===== src/rtl/mips_cpu_control_fsm.sv =====
// mips_cpu_control_fsm: multi-cycle MIPS control unit with memory stalls, a mult/div
// stall counter, an invalid-opcode pulse and a HALT state entered on a fetch from PC 0.
module mips_cpu_control_fsm #(
    parameter int MULT_CYCLES = 4,
    parameter int DIV_CYCLES  = 32
) (
    input  logic       clk,
    input  logic       reset_n,
    input  logic [5:0] opcode,
    input  logic [5:0] funct,
    input  logic [4:0] rt,
    input  logic       waitrequest,
    input  logic       pc_zero,
    output logic       pc_write,
    output logic       ir_write,
    output logic       mem_read,
    output logic       mem_write,
    output logic       reg_write,
    output logic       alusrc,
    output logic       branch,
    output logic       jump,
    output logic       muldiv_busy,
    output logic       invalid_instr,
    output logic       active,
    output logic [1:0] regdst,
    output logic [1:0] memtoreg,
    output logic [2:0] state
);
    localparam logic [2:0] FETCH  = 3'd0;
    localparam logic [2:0] DECODE = 3'd1;
    localparam logic [2:0] EXEC   = 3'd2;
    localparam logic [2:0] MEM    = 3'd3;
    localparam logic [2:0] WB     = 3'd4;
    localparam logic [2:0] MULDIV = 3'd5;
    localparam logic [2:0] HALT   = 3'd6;
    localparam int CW = $clog2(63 + 1);
    localparam logic [CW-1:0] MULT_LAST = CW'(MULT_CYCLES - 1);
    localparam logic [CW-1:0] DIV_LAST  = CW'(DIV_CYCLES - 1);

    logic [2:0]    nxt;
    logic [CW-1:0] cnt;
    logic          d_valid, d_load, d_store, d_muldiv, d_div, d_write;
    logic          d_alusrc, d_branch, d_jump;
    logic [1:0]    d_regdst, d_memtoreg;
    logic          in_instr;
    logic          unused_rt;

    assign unused_rt = ^rt[3:0];

    always_comb begin
        d_valid    = 1'b1;
        d_load     = 1'b0;
        d_store    = 1'b0;
        d_muldiv   = 1'b0;
        d_div      = 1'b0;
        d_write    = 1'b0;
        d_alusrc   = 1'b0;
        d_branch   = 1'b0;
        d_jump     = 1'b0;
        d_regdst   = 2'b00;
        d_memtoreg = 2'b00;
        case (opcode)
            6'd0: begin
                d_muldiv   = funct[5:2] == 4'b0110;
                d_div      = d_muldiv && funct[1];
                d_jump     = funct == 6'h08 || funct == 6'h09;
                d_write    = !(d_muldiv || funct == 6'h08 || funct == 6'h11 || funct == 6'h13);
                d_regdst   = 2'b01;
                d_memtoreg = funct == 6'h09 ? 2'b10 : 2'b00;
            end
            6'd1: begin
                d_branch   = 1'b1;
                d_write    = rt[4];
                d_regdst   = rt[4] ? 2'b10 : 2'b00;
                d_memtoreg = rt[4] ? 2'b10 : 2'b00;
            end
            6'd2: d_jump = 1'b1;
            6'd3: begin
                d_jump     = 1'b1;
                d_write    = 1'b1;
                d_regdst   = 2'b10;
                d_memtoreg = 2'b10;
            end
            6'd4, 6'd5, 6'd6, 6'd7: d_branch = 1'b1;
            6'd9, 6'd10, 6'd11, 6'd12, 6'd13, 6'd14, 6'd15: begin
                d_alusrc = 1'b1;
                d_write  = 1'b1;
            end
            6'd32, 6'd33, 6'd34, 6'd35, 6'd36, 6'd37, 6'd38: begin
                d_load     = 1'b1;
                d_alusrc   = 1'b1;
                d_write    = 1'b1;
                d_memtoreg = 2'b01;
            end
            6'd40, 6'd41, 6'd43: begin
                d_store  = 1'b1;
                d_alusrc = 1'b1;
            end
            default: d_valid = 1'b0;
        endcase
    end

    always_comb begin
        nxt = state;
        case (state)
            FETCH:   nxt = pc_zero ? HALT : waitrequest ? FETCH : DECODE;
            DECODE:  nxt = EXEC;
            EXEC:    nxt = (d_load || d_store) ? MEM : d_muldiv ? MULDIV : d_write ? WB : FETCH;
            MEM:     nxt = waitrequest ? MEM : d_load ? WB : FETCH;
            WB:      nxt = FETCH;
            MULDIV:  nxt = cnt == (d_div ? DIV_LAST : MULT_LAST) ? FETCH : MULDIV;
            HALT:    nxt = HALT;
            default: nxt = FETCH;
        endcase
    end

    always_ff @(posedge clk or negedge reset_n) begin
        if (!reset_n) begin
            state <= FETCH;
            cnt   <= '0;
        end else begin
            state <= nxt;
            cnt   <= state == MULDIV ? cnt + 1'b1 : '0;
        end
    end

    // reset_n gates every strobe so they drop the moment reset asserts
    assign in_instr      = reset_n && state != FETCH && state < HALT;
    assign mem_read      = reset_n && ((state == FETCH && !pc_zero) || (state == MEM && d_load));
    assign ir_write      = reset_n && state == FETCH && !pc_zero && !waitrequest;
    assign mem_write     = reset_n && state == MEM && d_store;
    assign pc_write      = reset_n && state == EXEC;
    assign reg_write     = reset_n && state == WB;
    assign branch        = reset_n && state == EXEC && d_branch;
    assign jump          = reset_n && state == EXEC && d_jump;
    assign invalid_instr = reset_n && state == EXEC && !d_valid;
    assign muldiv_busy   = reset_n && state == MULDIV;
    assign active        = state != HALT;
    assign alusrc        = in_instr && d_alusrc;
    assign regdst        = in_instr && d_write ? d_regdst : 2'b00;
    assign memtoreg      = in_instr && d_write ? d_memtoreg : 2'b00;
endmodule


===== config.mk =====
export PLATFORM = sky130hd
export DESIGN_NAME = mips_cpu_control_fsm
export DESIGN_NICKNAME = d
export VERILOG_FILES = /design/src/rtl/mips_cpu_control_fsm.sv
export SDC_FILE = /design/constraint.sdc
export NUM_CORES = 1
export LEC_CHECK = 0
export CORE_MARGIN = 3
export CORE_UTILIZATION = 46
export DETAILED_ROUTE_END_ITERATION = 10
export GPL_ROUTABILITY_DRIVEN = 1
export GPL_TIMING_DRIVEN = 0
export PLACE_DENSITY = 0.85
export RECOVER_POWER = 25
export REMOVE_ABC_BUFFERS = 1
export SETUP_SLACK_MARGIN = 0.05
export SLEW_MARGIN = 0
export SYNTH_ARGS = -nofsm -noshare
export SYNTH_HDL_FRONTEND = slang
export SYNTH_SLANG_ARGS = --single-unit

===== constraint.sdc =====
create_clock -name clk -period 7.5 [get_ports clk]
set_clock_uncertainty 0.2 [all_clocks]
set_input_delay 2.25 -clock clk [delete_from_list [all_inputs] [get_ports clk]]
set_output_delay 2.25 -clock clk [all_outputs]
set_load 0.01 [all_outputs]

==> impl_metrics.tcl, run 1 <==
set metrics [dict create \
    status "completed" \
    seqPwrFrac 0.339 \
    avgSynthCellArea_um2 7.910 \
    async_flop_share 1.000 \
    multi_input_area_um2 606.8 \
    swShare 0.4085 \
    powerDensity_mw_per_mm2 190.7 \
    drive_gt1_frac 0.1081 \
    syn2layout_area_growth_pct 33.91 \
    synthMuxAreaShare 0.02279 \
    dpl_cell_area_mm2 0.001222 \
    ioPinCount 39 \
    drc 0 \
    final_hold_viol_count 0 \
    synth_common_cells "nor2_1 (16), nand2_1 (10), dfrtp_1 (9)" \
    die_width_um 51.05 \
    cts.repair.resized 0 \
    synth_top_family_by_area "simple AND/OR/NAND/NOR gates" \
    track_usage 0.1969 \
    cts_max_level 1 \
    tightest_slew_ns 0.5958 \
    grt_pass1_vias 950 \
    first_pass_iters 4 \
    finalMaxSlewViolations 0 \
    clk_latency_ns 0.26 \
    antenna_found_initial 0 \
    ys_seq_area_frac 0.2413 \
    via_per_inst 5.757 \
    synth_fa_ha_area_frac 0.01340 \
    met3WireLength_um 119 \
    syn_area_um2 933.4 \
    ctsHoldBuffers 0 \
    cp-end-kind "primary output" \
    max_freq_mhz 142.6 \
    rsz0062_at_grt "no" \
    setup_violations 0 \
    synth_top_area_share 0.2413 \
    maxSlewHeadroom 0.6015 \
    cts-root-buf "clkbuf_4" \
    ant_nets 0 \
    design_area_mm2 0.001250 \
    grt_overflow_total 0 \
    synth_cell_types 43 \
    yosysMostFrequentCell "nor2_1" \
    start_util 0.5127 \
    grt_max_degree 16 \
    drt-total-wl_um 2327 \
    cp-start-kind "primary input" \
    core.rowCount 15 \
    drtIter0Drc 19 \
    power_uw 238.4 \
    yosys.area_share.simple 0.3807 \
    finalCritPeriodShare 0.9353 \
    fillers 156 \
    max-cap-violations 0 \
    p_switching_uw 97.40 \
    worstSetupPathType "in2out" \
    dpl.hpwl_um 1828 \
    hp-class "reg2reg" \
    maxUsedRoutingLayer "met4" \
    avgRoutedWirePerCell_um 13.45 \
    met2_length_um 1065 \
    crit_fanout 14 \
    final.min_clock_period_ns 7.015 \
    synth_top_cells_by_area "dfrtp_1 (24%), buf_6 (7.2%), nor2_1 (6.4%)" \
    setup_tns_ns 0 \
    grt_pass1_wl_um 4064 \
    diodes 0 \
    combPwrFrac 0.503 \
    synth_area_leader_cell "dfrtp_1" \
    postSynthCellCount 118 \
    final_nets 171 \
    regArea_um2 225.2 \
    ys.flop_type "dfrtp_1" \
    cts.path.max_buffers 2 \
    p_clk_frac 0.159 \
    numCtsBuffers 3 \
    post_cts_buffers 0 \
    core_mm2 0.001821 \
    synth_compound_area_frac 0.2051 \
    die_h_um 51.05 \
    place_congestion 0.7977 \
    crit_arrival_ns 4.57 \
    vias 996 \
    synth-xor-area-share 0.02815 \
    die_area_mm2 0.002606 \
    vdd_drop_max_mv 0.1620 \
    ys_ff_latch 9 \
    p_int_uw 141.0 \
    wl_met1_um 1105 \
    crit_required_ns 5.05 \
    synth-edff-count 0 \
    yosysWarnings 0 \
    cts_tree "yes" \
    cts_sinks 9 \
    port_buffers 34 \
    leakagePower_uw 0.0004634 \
    clkTransAtPathRegs_ns 0.06 \
]
==> critical path: stages <==
cell and delay [ns]:
clkdlybuf4s50_1 0.64, or4_4 0.65, a311o_2 0.35, a21oi_1 0.13, clkdlybuf4s50_1 0.55
==> area by class of cell <==
type,instances,share of cell area
clock buffer,3,0.01802
timing repair buffer,34,0.2723
inverter,5,0.01502
multi-input combinational,96,0.4855
sequential,9,0.1802
tap,25,0.02503
clock inverter,1,0.004004
==> cell usage in the layout, fill, tap and decap left out, types with 2 or more instances in the layout <==
cell type / count
a211oi_1: 2
a21oi_1: 5
clkbuf_4: 3
clkdlybuf4s50_1: 33
dfrtp_1: 9
inv_1: 5
nand2_1: 10
nand2b_1: 2
nand3_1: 5
nand3b_1: 2
nand4_1: 2
nor2_1: 16
nor3_1: 7
nor3b_1: 4
nor4_1: 5
nor4b_1: 2
o211ai_1: 2
o21ai_0: 3
o31ai_1: 2
or3_1: 3
xor2_1: 2
==> layer usage <==
layer / up-vias / global-route usage
met1: 457 / 0.2572
li1: 500 / -
met4: 0 / 0.04036
met2: 33 / 0.3197
met3: 6 / 0.05831
met5: - / 0
==> power by group through the flow <==
stage               registers (uW)  logic, uW  clock network, uW
floorplan                     78.9       60.0                  0
global placement              80.4        119                  0
detailed placement            80.7        120                  0
CTS                           80.4        121               39.1
global route                  83.5        133               41.4
finish                        80.8        120               37.8
==> cells by family after synthesis <==
family,count (synthesis)
AOI/OAI and AO/OA,25
xor gates and xnor gates,3
adders and majority gates,1
buffers and inverters,13
DFF,9
muxes,2
and+or+nand+nor,65
==> path summary, 6_finish.rpt <==
path	startpoint	endpoint	slack (ns)	cells after the start
setup reg to reg	cnt[0]$_DFF_PN0_	state[0]$_DFF_PN0_	5.75	5
hold / removal	cnt[0]$_DFF_PN0_	cnt[0]$_DFF_PN0_	0.26	1
hold reg to reg	cnt[0]$_DFF_PN0_	cnt[0]$_DFF_PN0_	0.26	1
max in group asynchronous	reset_n	state[2]$_DFF_PN0_	4.49	1
setup / recovery	opcode[3]	memtoreg[1]	0.48	5
min in group asynchronous	reset_n	cnt[4]$_DFF_PN0_	2.23	1
==> through the flow <==
| step | util | std cells | hold slack (ns) | worst slack, ns |
|---|---|---|---|---|
| floorplan | - | 110 | 0.2331 | 1.720 |
| global placement | 0.6715 | 169 | 0.2475 | 0.5300 |
| detailed placement | 0.6715 | 169 | 0.2596 | 0.4986 |
| CTS | 0.6866 | 173 | 0.2671 | 0.4931 |
| global route | 0.6866 | 173 | 0.2907 | 0.3383 |
| finish | 0.6866 | 173 | 0.2647 | 0.4850 |
==> flip-flops by register name, summed over array words and instances, names as in the netlist <==
| register | count |
|---|---|
| cnt | 6 |
| state | 3 |
Note: power is estimated with default switching activity, not from simulation.
==> run 2: changes to the inputs <==
Settings changed: CELL_PAD_IN_SITES_DETAIL_PLACEMENT from default to 0, CELL_PAD_IN_SITES_GLOBAL_PLACEMENT from default to 2, CORE_UTILIZATION 46 to 24, PLACE_DENSITY 0.85 to default, PLACE_DENSITY_LB_ADDON from default to 0.1.
==> impl_metrics.tcl, run 2 (synthesis gave the netlist of run 1 again) <==
set metrics [dict create \
    cp-start-kind "primary input" \
    syn2layout_area_growth_pct 38.87 \
    hp-class "reg2reg" \
    top_register "cnt" \
    fin_cells 196 \
    cts_max_level 1 \
    first_pass_iters 4 \
    vdd_drop_max_mv 0.1349 \
    final_hold_viol_count 0 \
    drive_gt1_frac 0.1014 \
    port_buffers 34 \
    antenna_found_initial 0 \
    cts.path.max_buffers 2 \
    grt_max_degree 16 \
    tightest_slew_ns 0.6154 \
    final.min_clock_period_ns 7.037 \
    maxSlewHeadroom 0.5883 \
    die_width_um 68.37 \
    slowest_stage "dlygate4sd3_1" \
    finalMaxSlewViolations 0 \
    grt_overflow_total 0 \
    reg2reg_depth 5 \
    ant_nets 0 \
    crit_required_ns 5.05 \
    dpl.hpwl_um 2013 \
    largest_reg_flops 6 \
    final_cell_mix "clkdlybuf4s50_1 (33), nor2_1 (16), nand2_1 (10)" \
    diodes 0 \
    core.rowCount 22 \
    cts_tree "yes" \
    avgRoutedWirePerCell_um 13.84 \
    setup_violations 0 \
    leakagePower_uw 0.0004685 \
    die_h_um 68.37 \
    cts-root-buf "clkbuf_8" \
    ioPinCount 39 \
    clk_latency_ns 0.23 \
    place_congestion 0.7184 \
    path_cells "dlygate4sd3_1 > nand3_1 > a311o_2 > a21oi_1 > clkdlybuf4s50_1" \
    post_cts_buffers 0 \
    dp_cells 192 \
    powerDensity_mw_per_mm2 199.9 \
    worstSetupPathType "in2out" \
    max_freq_mhz 142.1 \
    cp.depth 5 \
    setup_tns_ns 0 \
    drtIter0Drc 38 \
    max-cap-violations 0 \
    largestRegisters "cnt: 6 flops, state: 3 flops" \
    finalCritPeriodShare 0.9382 \
    rsz0062_at_grt "no" \
    numCtsBuffers 3 \
    core_mm2 0.003716 \
    clkTransAtPathRegs_ns 0.04 \
    cts_sinks 9 \
    start_util 0.2512 \
    final_nets 171 \
    drc 0 \
    crit_fanout 15 \
    crit_arrival_ns 4.59 \
    cp_slowest_stage_delay_ns 0.93 \
    track_usage 0.1248 \
    status "completed" \
    hold_depth 1 \
    grt_pass1_vias 974 \
    drt-total-wl_um 2712 \
    grt_pass1_wl_um 4554 \
    cts.repair.resized 0 \
    reg2reg_slack_ns 5.75 \
    die_area_mm2 0.004674 \
    cp-end-kind "primary output" \
    worst-path-buf-inv 2 \
    vias 987 \
    via_per_inst 5.036 \
    ctsHoldBuffers 0 \
    critPathTopFamily "buffers and inverters" \
    final_common_cell "clkdlybuf4s50_1" \
]
-- run 2: cell count changes in the layout (fill, tap and decap cells not counted), sizes merged --
cell,previous run,this run
clkinv,1,0
clkbuf,3,4
-- run 2: layout make-up --
cell class              count  area (um^2)
clock buffers               4        45.04
fillers                   413         2420
well taps                  48        60.06
repair buffers             34        340.3
flip-flops and latches      9        225.2
multi-input cells          96        606.8
inverters                   5        18.77
-- run 2: through the flow --
step / hold slack, ns / cell area [um^2] / total power (uW) / worst slack (ns) / utilization
6_report: 0.2723 / 1296 / 259.1 / 0.4633 / 0.3488
2_1_floorplan: 0.2331 / 850.8 / 138.9 / 1.720 / -
4_1_cts: 0.2864 / 1296 / 263.6 / 0.4777 / 0.3488
3_3_place_gp: 0.2481 / 1251 / 206.6 / 0.4429 / 0.3367
5_1_grt: 0.2911 / 1296 / 281.0 / 0.2877 / 0.3488
3_5_place_dp: 0.2665 / 1251 / 205.7 / 0.4775 / 0.3367
-- run 2: power by group --
group          internal [uW]  switching [uW]  total [uW]
clock network           36.9            18.0        55.0
logic                   64.3            57.6         122
registers               57.2            25.1        82.3
-- run 2: per-layer routing --
metal,wire [um],vias up,global-route usage
met5,0,-,0
met4,0,0,0.01489
met3,166,0,0.03612
met2,1223,30,0.1949
met1,1322,460,0.1743
li1,-,497,-
-- run 2: path summary, 6_finish.rpt --
check	startpoint	end
worst min register to register	cnt[0]$_DFF_PN0_	cnt[0]$_DFF_PN0_
max in group asynchronous	reset_n	cnt[4]$_DFF_PN0_
min in group asynchronous	reset_n	cnt[1]$_DFF_PN0_
worst min-delay path	cnt[0]$_DFF_PN0_	cnt[0]$_DFF_PN0_
worst max-delay path	reset_n	memtoreg[1]
worst max register to register	cnt[0]$_DFF_PN0_	state[0]$_DFF_PN0_
==> run 3: changes to the inputs <==
Settings changed: GPL_ROUTABILITY_DRIVEN 1 to 0.
==> results of run 3 <==
The final DEF is identical to that of run 2; final timing and power are the same.
